**config.mk**
```make
export PLATFORM = sky130hd
export DESIGN_NAME = sipo_frame_receiver
export DESIGN_NICKNAME = d
export VERILOG_FILES = /design/src/rtl/sipo_frame_receiver.sv
export SDC_FILE = /design/constraint.sdc
export NUM_CORES = 1
export LEC_CHECK = 0
export ABC_AREA = 1
export BUFFER_PORTS_ARGS = -buffer_cell sky130_fd_sc_hd__buf_2
export CAP_MARGIN = 20
export CELL_PAD_IN_SITES_DETAIL_PLACEMENT = 0
export CELL_PAD_IN_SITES_GLOBAL_PLACEMENT = 1
export CORE_MARGIN = 8
export CORE_UTILIZATION = 45
export DETAILED_ROUTE_END_ITERATION = 8
export HOLD_SLACK_MARGIN = 0.05
export PLACE_DENSITY_LB_ADDON = 0.1
export SLEW_MARGIN = 0
export SYNTH_ARGS = -nofsm -noshare
export SYNTH_HDL_FRONTEND = slang
export SYNTH_SLANG_ARGS = --single-unit
```
**constraint.sdc**
```tcl
create_clock -name clk -period 2.35 [get_ports clk]
set_clock_uncertainty 0.05 [all_clocks]
set_input_delay 0 -clock clk [delete_from_list [all_inputs] [get_ports clk]]
set_output_delay 0 -clock clk [all_outputs]
set_load 0.05 [all_outputs]
```
**src/rtl/sipo_frame_receiver.sv**
```systemverilog
// ---------------------------------------------------------------------------
// sipo_frame_receiver
//
// Serial-in / parallel-out receiver for a single-bit shift-register link.
// One serial bit is sampled per rising clk edge. A frame is a start bit (1),
// WIDTH data bits sent LSB first, then a stop bit (0). Each good word is
// presented on a valid/ready holding register. A bad stop bit produces a
// frame_err pulse. A good frame that arrives while the holding register is
// still full produces an overrun pulse.
//
// Ports
//   clk        in   1      rising-edge clock, one serial bit per cycle
//   rst        in   1      asynchronous active-low reset, released synchronously
//   serial_in  in   1      serial line, idles low
//   out_data   out  WIDTH  received word, stable while out_valid=1
//   out_valid  out  1      out_data holds an unconsumed word
//   out_ready  in   1      word consumed when out_valid && out_ready at an edge
//   busy       out  1      high while a frame is in progress (DATA or STOP)
//   frame_err  out  1      one-cycle pulse: stop bit sampled as 1
//   overrun    out  1      one-cycle pulse: good frame dropped, register full
// ---------------------------------------------------------------------------
module sipo_frame_receiver #(
    parameter int WIDTH = 8
) (
    input  logic             clk,
    input  logic             rst,
    input  logic             serial_in,
    output logic [WIDTH-1:0] out_data,
    output logic             out_valid,
    input  logic             out_ready,
    output logic             busy,
    output logic             frame_err,
    output logic             overrun
);

    localparam int CW = (WIDTH > 1) ? $clog2(WIDTH) : 1;
    localparam logic [CW-1:0] LAST_BIT = CW'(WIDTH - 1);

    typedef enum logic [1:0] {
        S_IDLE,
        S_DATA,
        S_STOP
    } state_t;

    state_t           state_reg,     state_next;
    logic [CW-1:0]    count_reg,     count_next;
    logic [WIDTH-1:0] shift_reg,     shift_next;
    logic [WIDTH-1:0] out_data_reg,  out_data_next;
    logic             out_valid_reg, out_valid_next;
    logic             frame_err_reg, frame_err_next;
    logic             overrun_reg,   overrun_next;
    logic             good_frame;

    // Each data bit lands directly in its own position, selected by the bit
    // counter, so no final shift or reversal is needed at the stop bit.
    generate
        for (genvar gi = 0; gi < WIDTH; gi++) begin : g_shift_bit
            assign shift_next[gi] = (state_reg == S_DATA && count_reg == CW'(gi))
                                    ? serial_in : shift_reg[gi];
        end
    endgenerate

    // Next-state, counter and holding-register logic.
    always_comb begin
        state_next     = state_reg;
        count_next     = count_reg;
        out_data_next  = out_data_reg;
        out_valid_next = out_valid_reg;
        frame_err_next = 1'b0;
        overrun_next   = 1'b0;
        good_frame     = 1'b0;

        case (state_reg)
            S_IDLE: begin
                if (serial_in) begin
                    state_next = S_DATA;
                    count_next = '0;
                end
            end
            S_DATA: begin
                if (count_reg == LAST_BIT) begin
                    state_next = S_STOP;
                    count_next = '0;
                end else begin
                    count_next = count_reg + 1'b1;
                end
            end
            S_STOP: begin
                // A 1 here is a framing error, not a new start bit: always
                // return to IDLE and wait for a fresh start bit.
                state_next = S_IDLE;
                if (serial_in) begin
                    frame_err_next = 1'b1;
                end else begin
                    good_frame = 1'b1;
                end
            end
            default: begin
                state_next = S_IDLE;
                count_next = '0;
            end
        endcase

        if (good_frame) begin
            // Register empty, or the held word is consumed on this very edge.
            if (!out_valid_reg || out_ready) begin
                out_data_next  = shift_reg;
                out_valid_next = 1'b1;
            end else begin
                overrun_next = 1'b1;
            end
        end else if (out_valid_reg && out_ready) begin
            out_valid_next = 1'b0;
        end
    end

    always_ff @(posedge clk or negedge rst) begin
        if (!rst) begin
            state_reg     <= S_IDLE;
            count_reg     <= '0;
            shift_reg     <= '0;
            out_data_reg  <= '0;
            out_valid_reg <= 1'b0;
            frame_err_reg <= 1'b0;
            overrun_reg   <= 1'b0;
        end else begin
            state_reg     <= state_next;
            count_reg     <= count_next;
            shift_reg     <= shift_next;
            out_data_reg  <= out_data_next;
            out_valid_reg <= out_valid_next;
            frame_err_reg <= frame_err_next;
            overrun_reg   <= overrun_next;
        end
    end

    assign out_data  = out_data_reg;
    assign out_valid = out_valid_reg;
    assign frame_err = frame_err_reg;
    assign overrun   = overrun_reg;
    // Decoded straight from the state register so an asynchronous reset
    // drops busy immediately.
    assign busy      = (state_reg != S_IDLE);

endmodule

```
# --- Word-level counts from Yosys, hierarchy flattened ---
# Cells that the tools add are included.
op_classes:
  n_eq_ne: 12
  reduce_logical: 19
  mux: 15
  add_sub_neg: 1
  n_bitwise: 1
ops:
  columns: ["operator", "n"]
  rows:
  - ["3-bit equality test, second input constant", 4]
  - ["1-bit logical AND", 9]
  - ["1-bit two-way mux", 9]
  - ["3-bit one-hot mux with 3 select lines", 1]
  - ["2-bit AND reduction", 4]
  - ["3-bit by 2-bit equality test with 1-bit output, second input constant", 2]
  - ["3-bit two-way mux", 2]
  - ["2-bit two-way mux", 2]
  - ["2-bit by 1-bit inequality test with 1-bit output, second input constant", 2]
  - ["2-bit one-hot mux with 2 select lines", 1]
  - ["2-bit nonzero test", 2]
  - ["3-bit by 1-bit adder with 3-bit output, second input constant", 1]
  - ["3-bit by 1-bit equality test with 1-bit output, second input constant", 1]
  - ["3-bit logical NOT", 1]
  - ["2-bit by 1-bit equality test with 1-bit output, second input constant", 1]
  - ["2-bit equality test, second input constant", 1]
  - ["2-bit logical NOT", 1]
  - ["2-bit inequality test, second input constant", 1]
  - ["1-bit logical NOT", 1]
  - ["1-bit logical OR", 1]
  - ["1-bit NOT", 1]
word_totals:
  register_bits: 24
  word_cells: 62
  in_bits: 4

# --- Logic depth before layout (Yosys ltp) ---
# Gate-level depths: netlist of run 1.
logic_depth:
  depth_word: 4
  mapped_depth: 6
  mapped_depth_nobuf: 6

# --- Least setup slack after synthesis of run 1 ---
# Ideal clock, no wire load.
synth_path:
  path_type: "register to register"
  startpoint: "register out_valid_reg, in the netlist out_valid"
  endpoint: "register out_data_reg[0], in the netlist out_data[0]"
  period_less_slack_ns: 1.330
  t_required_ns: 2.234
  t_arrival_ns: 1.214
  stages_incl_launch_ff: 5
  path_slack_ns: 1.020
  path_cell_list: "dfrtp_1 nand2_1 buf_1 nand4_1 nand2_1"
synth_via:
  elab_chain_cells: 3
synth_lines:
  columns: ["item", "line_no", "rtl"]
  rows:
  - ["from (decl)", "49", "logic out_valid_reg, out_valid_next;"]
  - ["from (signal assigned)", "131", "out_valid_reg <= out_valid_next;"]
  - ["1-bit logical NOT", "106", "if (!out_valid_reg || out_ready) begin"]
  - ["1-bit logical OR", "106", null]
  - ["2-bit AND reduction (no source line)", null, null]
  - ["to (signal assigned)", "130", "out_data_reg <= out_data_next;"]
  - ["to (decl)", "48", "logic [WIDTH-1:0] out_data_reg, out_data_next;"]
# Every way passes these cells.
# A chain may end at the register's enable or synchronous reset.

# --- Worst setup path after layout of run 1 ---
layout_path:
  startpoint: "register state_reg[0]"
  endpoint: "output port busy"
layout_via:
  elab_chain_cells: 1
layout_lines:
  columns: ["item", "line_no", "rtl"]
  rows:
  - ["from (decl)", "45", "state_t state_reg, state_next;"]
  - ["from (signal assigned)", "127", "state_reg <= state_next;"]
  - ["2-bit nonzero test", "143", "assign busy = (state_reg != S_IDLE);"]
  - ["to (decl)", "31", "output logic busy,"]
# Every way passes these cells.

==> impl_summary.txt, run 1 <==
----------------------------------------------------
[Outcome]
  Run status ... completed

[Layout]
  Non-Filler Instances ... about 160
  Count of nets after finishing ... approximately 140
  Final instance area ... 0.00126 mm2
  Area overhead of the layout relative to synthesis ... 13.4%
  Sequential cell area ... 601 um2
  Share of post-route cells with drive strength above 1 ... 22.7%
  Combined area of the multi-input logic cells ... 457 um2
  Antenna Cells ... 0
  Total of fill cells in the finished design ... roughly 240

[CTS]
  Cell at the root of the clock tree ... sky130_fd_sc_hd__clkbuf_4
  Hold buffer count at cts ... 2
  Clock tree from TritonCTS ... done
  Clock insertion delay at the later pin of the skew report ... between 0.3 and 0.4 ns
  Buffers from clock root to sink, at most ... 2
  # resized after CTS ... 0
  H-tree level count ... 1
  Total CTS buffers ... 3
  Clock transition at path regs ... 0.13 ns
  Number of clock sinks ... 24
  Post-CTS Setup Repair Bufs ... 0

[Floorplan]
  Width of the die ... 65.7 um
  Number of ports placed on the die boundary ... 16
  Effective utilization at floorplan ... 46.2%
  Number of rows created at floorplan ... 18
  Die ar. ... 0.00432 mm2
  Die extent in y ... 65.7 um
  Core area ... 0.00241 mm2

[Drt]
  Wire length per cell ... 12.8 um
  Drt first pass iters ... 4
  Total number of vias ... between 800 and 900
  Post-detailed-route via-to-cell ratio ... ~5.1
  Antenna violation net count after detailed routing ... 0
  Total detailed-routing wirelength ... around 2100 um
  Initial DRC count ... 34
  Detailed-route DRC error count ... 0

[Placement]
  Placed wire-length estimate after detailed placement ... 1520 um
  Placed instance count ... 156
  Area post-placement ... 0.00121 mm2
  DP Worst Slack ... 1.08 ns
  Buffers added on ports ... 15
  Routability cong. ... 0.781

[Setup path]
  RR Endpoint ... count_reg[2]
  Worst EP required ... 2.30 ns
  Biggest fanout along the worst timing path ... 3
  Crit Path Category ... flip-flop to primary output
  R2R cell count ... 4
  Maximum cell stage delay along the critical path ... between 0.5 and 0.6 ns
  Max stage delay cell, worst path ... sky130_fd_sc_hd__dfrtp_1
  Flop-to-flop setup slack ... 1.04 ns
  Ordered list of cells on the worst path ... inv_4 -> nand2_1 -> buf_2
  Critical path arrival ... 1.29 ns
  R2R Path Start ... count_reg[2]
  Type of destination of the critical path ... primary output
  Kind of start point of the critical path ... flip-flop

[STA]
  Min cycle time layout ... ~1.3 ns
  Worst Max-Slew Pin Slew ... around 0.53 ns
  Hold Fails Final Rpt ... 0
  Setup repair after global routing missed its margin ... false
  Number of pins exceeding their max-slew limit in the final report ... 0
  Max Clock Freq ... 0.745 GHz
  Setup WS post-layout ... ~1.0 ns
  Relative slew slack ... 64.5%
  Final-layout setup total negative slack ... 0 ns
  Final count of negative-setup-slack endpoints ... 0
  Final critical-path share of the clock period ... 57.1%

[Logic synthesis]
  Commonest cells post-synth ... sky130_fd_sc_hd__nand2_1, sky130_fd_sc_hd__dfrtp_1, sky130_fd_sc_hd__nand4_1
  Average instance area after synthesis ... 9.77 um2
  Cell count after synthesis ... 114
  Number of library cell types mapped by synthesis ... 24
  Count of flip-flops with a built-in enable after synthesis ... 0
  Share of the yosys chip area belonging to registers ... 53.9%
  Synthesized flop and latch total ... 24
  Top-count cell post-synth ... sky130_fd_sc_hd__nand2_1
  Top flip-flop cell by instance count after synthesis ... sky130_fd_sc_hd__dfrtp_1
  Net Count, Synth ... 124
  Share of Yosys cell area claimed by the top area cell type ... 53.9%
  Async set or reset register ratio after synthesis ... 100%
  Synthesis warning total ... 0
  Most area-consuming cells after synthesis ... sky130_fd_sc_hd__dfrtp_1, sky130_fd_sc_hd__nand2_1, sky130_fd_sc_hd__nand4_1
  Most area-hungry cell type in the Yosys netlist ... sky130_fd_sc_hd__dfrtp_1
  Post-synthesis instance area ... between 0.001 and 0.0015 mm2

[Pwr]
  Leakage power total ... ~0.00065 uW
  Total power per unit cell area ... ~1400 mW/mm2
  Worst VDD drop ... 636 uV

[Run]
  Max-cap violations ... 0

[Global routing]
  GRT overflow ... 0
  Initial antenna violation count ... 0
  Vias in the first global route ... 832
  Global router's overall resource usage ... a little under an eighth
  Largest net degree at the start of global routing ... 25
  First-pass GRT wire length ... 3820 um

[Worst hold path]
  Class of the tightest hold or removal check ... primary input to async pin

----------------------------------------------------
==> worst max-delay path, delay by kind of cell, from the launching register on <==
family	cells	cell delay [ns]
DFF	1	0.56
and+or+nand+nor	1	0.09
buffers and inverters	2	0.33
==> stage by stage <==
step | utilization, % | hold slack [ns] | power (uW)
after global routing | 52.4 | 0.194 | 1880
final | 52.4 | 0.133 | 1730
after global placement | 50.1 | -0.0436 | 1510
after detailed placement | 50.1 | -0.0361 | 1540
after CTS | 52.4 | 0.138 | 1760
after floorplan | - | -0.346 | 1340
==> layout make-up <==
type	count	area share [%]
repair buffers	17	7.53
well taps	30	2.97
clock buffers	4	2.87
flip-flops and latches	24	47.6
multi-input cells	78	36.2
inverters	9	2.87
==> placed cells by master (no fill, tap or decap) <==
cell and instances:
sky130_fd_sc_hd__nand2_1 35, sky130_fd_sc_hd__dfrtp_1 24, sky130_fd_sc_hd__buf_2 15, sky130_fd_sc_hd__nand4_1 14
sky130_fd_sc_hd__o21ai_0 7, sky130_fd_sc_hd__ha_1 6, sky130_fd_sc_hd__inv_1 5, sky130_fd_sc_hd__o21ai_1 4
sky130_fd_sc_hd__inv_2 3, sky130_fd_sc_hd__clkbuf_4 3, sky130_fd_sc_hd__dlygate4sd3_1 2, sky130_fd_sc_hd__inv_4 1
sky130_fd_sc_hd__nor2_8 1, sky130_fd_sc_hd__nor3_1 1, sky130_fd_sc_hd__nor2_1 1, sky130_fd_sc_hd__nand3_4 1
sky130_fd_sc_hd__nor2_4 1, sky130_fd_sc_hd__nand3_1 1, sky130_fd_sc_hd__nand2_4 1, sky130_fd_sc_hd__o22ai_1 1
sky130_fd_sc_hd__nor2_2 1, sky130_fd_sc_hd__or2_0 1, sky130_fd_sc_hd__nand2_2 1, sky130_fd_sc_hd__o21ai_2 1
sky130_fd_sc_hd__clkbuf_8 1
==> worst max-delay path by stage <==
| stage | start | endpoint | slack [ns] | cells after the start |
|---|---|---|---|---|
| 3_3_place_gp | count_reg[0] | count_reg[2] | 1.10 | 4 |
| 3_5_place_dp | count_reg[0] | count_reg[2] | 1.08 | 4 |
| 5_1_grt | state_reg[0] | busy | 0.93 | 3 |
| 2_1_floorplan | out_valid | out_data[0] | 1.02 | 4 |
| 4_1_cts | state_reg[0] | busy | 0.99 | 3 |
| 6_report | state_reg[0] | busy | 1.01 | 3 |
==> metal layers <==
layer	up-vias	global-route usage, %	share of wire, %
met4	0	6.54	2.1
met2	19	18.0	47
met5	-	0	0
met1	383	13.2	44
met3	4	3.40	6.4
li1	417	-	-
==> power by group <==
part	switching, uW	internal (uW)	total (uW)
clock network	123	94.7	218
logic	587	220	807
registers	122	587	709
==> cell families (layout without fill, tap and decap cells) <==
kind of cell / count (synthesis) / after routing / synth area share, %
simple gates: 59 / 59 / 28.0
flops: 24 / 24 / 53.9
compound gates: 13 / 13 / 6.29
buf+inv: 12 / 30 / 5.06
fa+ha+maj: 6 / 6 / 6.74
Power figures use the tool's default switching activity.
==> run 2, diff against run 1 <==
Settings changed: CORE_UTILIZATION 45 to 42.
Clock period 2.35 ns to 1.4 ns, I/O delays scaled along.
==> impl_summary.txt, run 2 (synthesis results as in run 1) <==
----------------------------------------------------
[Outcome]
  Run status ... completed

[Global routing]
  Global router's overall resource usage ... 10.4%
  Largest net degree at the start of global routing ... 25
  First-pass GRT wire length ... 3640 um
  Vias in the first global route ... 801
  GRT overflow ... 0
  Initial antenna violation count ... 0

[Drt]
  Initial DRC count ... 46
  M1 wire length ... 980 um
  Top Layer Used ... met4
  Total number of vias ... 814
  Drt first pass iters ... 4
  Total detailed-routing wirelength ... 2120 um
  Wire length on met2 ... 937 um
  Met3 wirelength from detailed routing ... 170 um
  Antenna violation net count after detailed routing ... 0
  Wire length per cell ... 12.8 um
  Post-detailed-route via-to-cell ratio ... around 4.9
  Detailed-route DRC error count ... 0

[Pwr]
  Total Power Consumption ... 2970 uW
  Total power per unit cell area ... 2290 mW/mm2
  Worst VDD drop ... 1390 uV
  Leakage power total ... 0.000668 uW

[CTS]
  Cell at the root of the clock tree ... sky130_fd_sc_hd__clkbuf_4
  Buffers from clock root to sink, at most ... 2
  H-tree level count ... 1
  Clock tree from TritonCTS ... done
  Total CTS buffers ... 3
  Clock insertion delay at the later pin of the skew report ... 0.31 ns
  Clock transition at path regs ... 0.13 ns
  Number of clock sinks ... 24

[Layout]
  Leading cell types in the layout, fill and taps excluded ... sky130_fd_sc_hd__nand2_1, sky130_fd_sc_hd__dfrtp_1, sky130_fd_sc_hd__buf_2, sky130_fd_sc_hd__nand4_1, sky130_fd_sc_hd__o21ai_0
  Count of nets after finishing ... 147
  Share of post-route cells with drive strength above 1 ... 25.7%
  Area overhead of the layout relative to synthesis ... 16.6%
  Commonest non-fill, non-tap cell in the layout ... sky130_fd_sc_hd__nand2_1
  Antenna Cells ... 0
  Total of fill cells in the finished design ... 236

[STA]
  Worst Max-Slew Pin Slew ... 0.536 ns
  Final critical-path share of the clock period ... 95.8%
  Setup repair after global routing missed its margin ... false
  Hold Fails Final Rpt ... 0
  Final count of negative-setup-slack endpoints ... 0
  Relative slew slack ... 64.3%
  Min cycle time layout ... ~1.3 ns
  Max Clock Freq ... 0.745 GHz
  Number of pins exceeding their max-slew limit in the final report ... 0
  Final-layout setup total negative slack ... 0 ns

[Floorplan]
  Effective utilization at floorplan ... 44.5%
  Number of ports placed on the die boundary ... 16
  Width of the die ... 67.5 um
  Die extent in y ... 67.5 um
  Number of rows created at floorplan ... 18
  Die ar. ... approximately 0.0046 mm2
  Core area ... around 0.0025 mm2

[Placement]
  Placed wire-length estimate after detailed placement ... 1610 um
  Routability cong. ... 0.711
  Buffers added on ports ... 15

[Run]
  Max-cap violations ... 0

[Worst hold path]
  Class of the tightest hold or removal check ... primary input to async pin

[Setup path]
  Crit Path Category ... flip-flop to flip-flop
  Biggest fanout along the worst timing path ... 3
  Critical path arrival ... ~1.5 ns
  Worst EP required ... 1.59 ns
  Kind of start point of the critical path ... flip-flop
  Type of destination of the critical path ... flip-flop

----------------------------------------------------
-- run 2: cell type report --
class                   instances  area (um2)  share of cell area, %
flip-flops and latches         24         602                   46.3
multi-input cells              78         459                   35.4
repair buffers                 21         128                   9.83
well taps                      30        37.5                   2.89
clock buffers                   4        36.3                   2.79
inverters                       9        36.3                   2.79
-- run 2: worst max-delay path, cell delays in order (launching register included) --
cell	delay, ns
sky130_fd_sc_hd__dfrtp_1	0.42
sky130_fd_sc_hd__ha_2	0.21
sky130_fd_sc_hd__ha_1	0.28
sky130_fd_sc_hd__or2_0	0.23
sky130_fd_sc_hd__o21ai_0	0.08
-- run 2: through the flow --
stage | instances | util, % | area, um2 | hold WS (ns) | setup WS, ns
final | 166 | 52.0 | 1300 | 0.140 | 0.0585
after global routing | 166 | 52.0 | 1300 | 0.193 | 0.0126
after CTS | 165 | 51.5 | 1290 | 0.156 | 0.0251
after detailed placement | 158 | 48.8 | 1220 | -0.0299 | 0.0540
after global placement | 158 | 48.8 | 1220 | -0.0421 | 0.149
after floorplan | 114 | - | 1110 | -0.346 | 0.0697
-- run 2: final timing paths --
kind | from | cells past startpoint | slack (ns) | endpoint
hold / removal | rst | 2 | 0.14 | frame_err
hold reg to reg | out_data[6] | 2 | 0.43 | out_data[6]
max in group asynchronous | rst | 2 | 0.78 | state_reg[0]
setup / recovery | count_reg[0] | 4 | 0.06 | count_reg[2]
min in group clk | out_data[6] | 2 | 0.43 | out_data[6]
setup reg to reg | count_reg[0] | 4 | 0.06 | count_reg[2]
-- run 2: timing repair --
action / CTS / global route
hold buffers: 3 / 0
endpoints found under the setup margin: 0 / 2
gates resized for setup: 0 / 2
endpoints found under the hold margin: 33 / 0
buffers inserted: 0 / 1
-- run 2: report_power, final --
part	switching, uW	internal [uW]
sequential	208	988
combinational	1000	411
clock	203	159
total	1410	1560
-- run 2: routing by layer --
| layer | vias up | track usage [%] |
|---|---|---|
| met5 | - | 0 |
| met4 | 0 | 4.18 |
| met3 | 4 | 2.32 |
| met2 | 23 | 16.4 |
| met1 | 361 | 13.3 |
| li1 | 426 | - |
==> run 3, diff against run 2 <==
Settings changed: ABC_AREA 1 to default, CORE_UTILIZATION 42 to 45, CTS_CLUSTER_SIZE from default to 40.
==> impl_summary.txt, run 3 <==
----------------------------------------------------
[CTS]
  Clock insertion delay at the later pin of the skew report ... 0.30 ns
  Clock tree from TritonCTS ... done
  Number of clock sinks ... 24
  Buffers from clock root to sink, at most ... 2
  H-tree level count ... 1
  Clock transition at path regs ... 0.13 ns
  Total CTS buffers ... 3
  Cell at the root of the clock tree ... sky130_fd_sc_hd__clkbuf_4

[Placement]
  Placed wire-length estimate after detailed placement ... ~1400 um
  DP Worst Slack ... -0.0563 ns
  Buffers added on ports ... 15
  Routability cong. ... approximately 0.7

[Outcome]
  Run status ... finished with violations
  Violated checks ... negative setup slack

[Drt]
  Initial DRC count ... 13
  Total number of vias ... 644
  Wire length per cell ... 13.8 um
  Antenna violation net count after detailed routing ... 0
  Post-detailed-route via-to-cell ratio ... 4.63
  Drt first pass iters ... 4
  Total detailed-routing wirelength ... 1920 um
  Detailed-route DRC error count ... 0

[Logic synthesis]
  Commonest cells post-synth ... sky130_fd_sc_hd__dfrtp_1, sky130_fd_sc_hd__mux2_2, sky130_fd_sc_hd__mux2_4
  Cell count after synthesis ... 78
  Most area-hungry cell type in the Yosys netlist ... sky130_fd_sc_hd__dfrtp_1
  Top flip-flop cell by instance count after synthesis ... sky130_fd_sc_hd__dfrtp_1
  Async set or reset register ratio after synthesis ... 100%
  Average instance area after synthesis ... between 10 and 15 um2
  Top-count cell post-synth ... sky130_fd_sc_hd__dfrtp_1
  Most area-consuming cells after synthesis ... sky130_fd_sc_hd__dfrtp_1, sky130_fd_sc_hd__mux2_4, sky130_fd_sc_hd__mux2_2
  Count of flip-flops with a built-in enable after synthesis ... 0
  Share of Yosys cell area claimed by the top area cell type ... 54.9%
  Net Count, Synth ... 88
  Share of the yosys chip area belonging to registers ... 54.9%
  Post-synthesis instance area ... roughly 0.0011 mm2
  Synthesized flop and latch total ... 24
  Synthesis warning total ... 0
  Number of library cell types mapped by synthesis ... 22

[Global routing]
  GRT overflow ... 0
  Global router's overall resource usage ... 10.4%
  Most Crowded Layer GR ... met2
  Vias in the first global route ... between 700 and 800
  M2 GR Usage ... 16.1%
  Largest net degree at the start of global routing ... 25
  Routing usage on met3 ... 2.55%
  First-pass GRT wire length ... 3520 um
  Initial antenna violation count ... 0
  Met1 usage ... 14.0%

[Layout]
  Area overhead of the layout relative to synthesis ... 26.8%
  Final design utilization ... about 58%
  Antenna Cells ... 0
  Leading cell types in the layout, fill and taps excluded ... sky130_fd_sc_hd__dfrtp_1, sky130_fd_sc_hd__buf_2, sky130_fd_sc_hd__buf_4, sky130_fd_sc_hd__mux2_4
  Count of nets after finishing ... 120
  Share of post-route cells with drive strength above 1 ... 55.0%
  Commonest non-fill, non-tap cell in the layout ... sky130_fd_sc_hd__dfrtp_1

[Pwr]
  Clock network power share ... 12.6%
  Total power per unit cell area ... 2040 mW/mm2
  NetSw ... approximately 1000 uW
  Sequential fraction of design power ... 39.2%
  Total Power Consumption ... 2820 uW
  Internal Pwr Total ... 1780 uW
  Worst VDD drop ... 1190 uV
  Leakage power total ... around 0.00074 uW
  Combinational share of power ... between 40 and 50%
  Switching share of total power ... a little under two fifths

[Setup path]
  Worst EP required ... 1.55 ns
  Biggest fanout along the worst timing path ... 8
  Kind of start point of the critical path ... flip-flop
  Type of destination of the critical path ... flip-flop
  Crit Path Category ... flip-flop to flip-flop
  Critical path arrival ... 1.61 ns

[Floorplan]
  Number of ports placed on the die boundary ... 16
  Width of the die ... between 60 and 70 um
  Number of rows created at floorplan ... 18
  Effective utilization at floorplan ... between 40% and 50%
  Core area ... 0.00239 mm2
  Die ar. ... around 0.0043 mm2
  Die extent in y ... 65.3 um

[STA]
  Number of pins exceeding their max-slew limit in the final report ... 0
  Min cycle time layout ... 1.46 ns
  Setup WS post-layout ... -0.0554 ns
  Relative slew slack ... 64.8%
  Worst Max-Slew Pin Slew ... 0.527 ns
  Setup repair after global routing missed its margin ... true
  Final critical-path share of the clock period ... 104%
  Hold Fails Final Rpt ... 0
  Final count of negative-setup-slack endpoints ... 9
  Max Clock Freq ... around 0.69 GHz

[Run]
  Max-cap violations ... 0

[Worst hold path]
  Class of the tightest hold or removal check ... primary input to flip-flop

----------------------------------------------------
## run 3: area by class of cell
type / instances / area (um2)
multi-input combinational: 45 / 489
sequential: 24 / 602
timing repair buffer: 30 / 199
inverter: 6 / 22.5
clock buffer: 4 / 36.3
fill: 216 / 1000
tap: 30 / 37.5
## run 3: routing by layer
layer  vias up  wire, um
li1        330         -
met5         -         0
met4         0        10
met1       304       976
met2         8       844
met3         2        92
## run 3: worst paths after layout
| path | cells after the start | slack (ns) | endpoint | start |
|---|---|---|---|---|
| min in group asynchronous | 2 | 0.14 | out_data[1] | rst |
| worst max-delay path | 3 | -0.06 | out_data[7] | state_reg[0] |
| worst max register to register | 3 | -0.06 | out_data[7] | state_reg[0] |
| max in group asynchronous | 2 | 0.78 | out_valid | rst |
| worst min-delay path | 3 | 0.07 | shift_reg[3] | serial_in |
| worst min register to register | 1 | 0.46 | out_data[4] | shift_reg[4] |
## run 3: critical path, cell delays in order (launching register included)
cell and delay [ns]:
sky130_fd_sc_hd__dfrtp_1 0.40, sky130_fd_sc_hd__or3b_4 0.38, sky130_fd_sc_hd__nand2b_4 0.22, sky130_fd_sc_hd__mux2_4 0.32
## run 3: through the flow
step	std cells	setup TNS [ns]	cell area (um2)	hold slack (ns)
global route	139	-0.959	1390	0.0801
finish	139	-0.423	1390	0.0702
detailed placement	130	-0.383	1260	-0.0377
floorplan	78	-1.50	1100	-0.346
global placement	130	-0.203	1260	-0.0416
CTS	137	-0.540	1330	-0.00930
## run 3: logic make-up (layout without fill, tap and decap cells)
| kind of cell | after synthesis | after routing | synth area share, % |
|---|---|---|---|
| compound gates | 4 | 4 | 2.86 |
| fa+ha+maj | 6 | 6 | 6.86 |
| buf+inv | 9 | 40 | 4.46 |
| flops | 24 | 24 | 54.9 |
| mux | 17 | 17 | 20.1 |
| simple gates | 18 | 18 | 10.8 |
## run 3: power by group through the flow
stage          combinational [uW]  clock [uW]  sequential (uW)
2_1_floorplan                 693           0             1290
6_report                     1360         357             1110
3_3_place_gp                 1200           0             1110
5_1_grt                      1500         404             1150
3_5_place_dp                 1220           0             1120
4_1_cts                      1280         372             1100
## run 3: timing repair
action / 4_1_cts / 5_1_grt
hold endpoints to repair: 26 / 0
setup endpoints to repair: 11 / 14
buffers inserted: 1 / 2
hold buffers: 2 / 0
gates resized for setup: 3 / 10
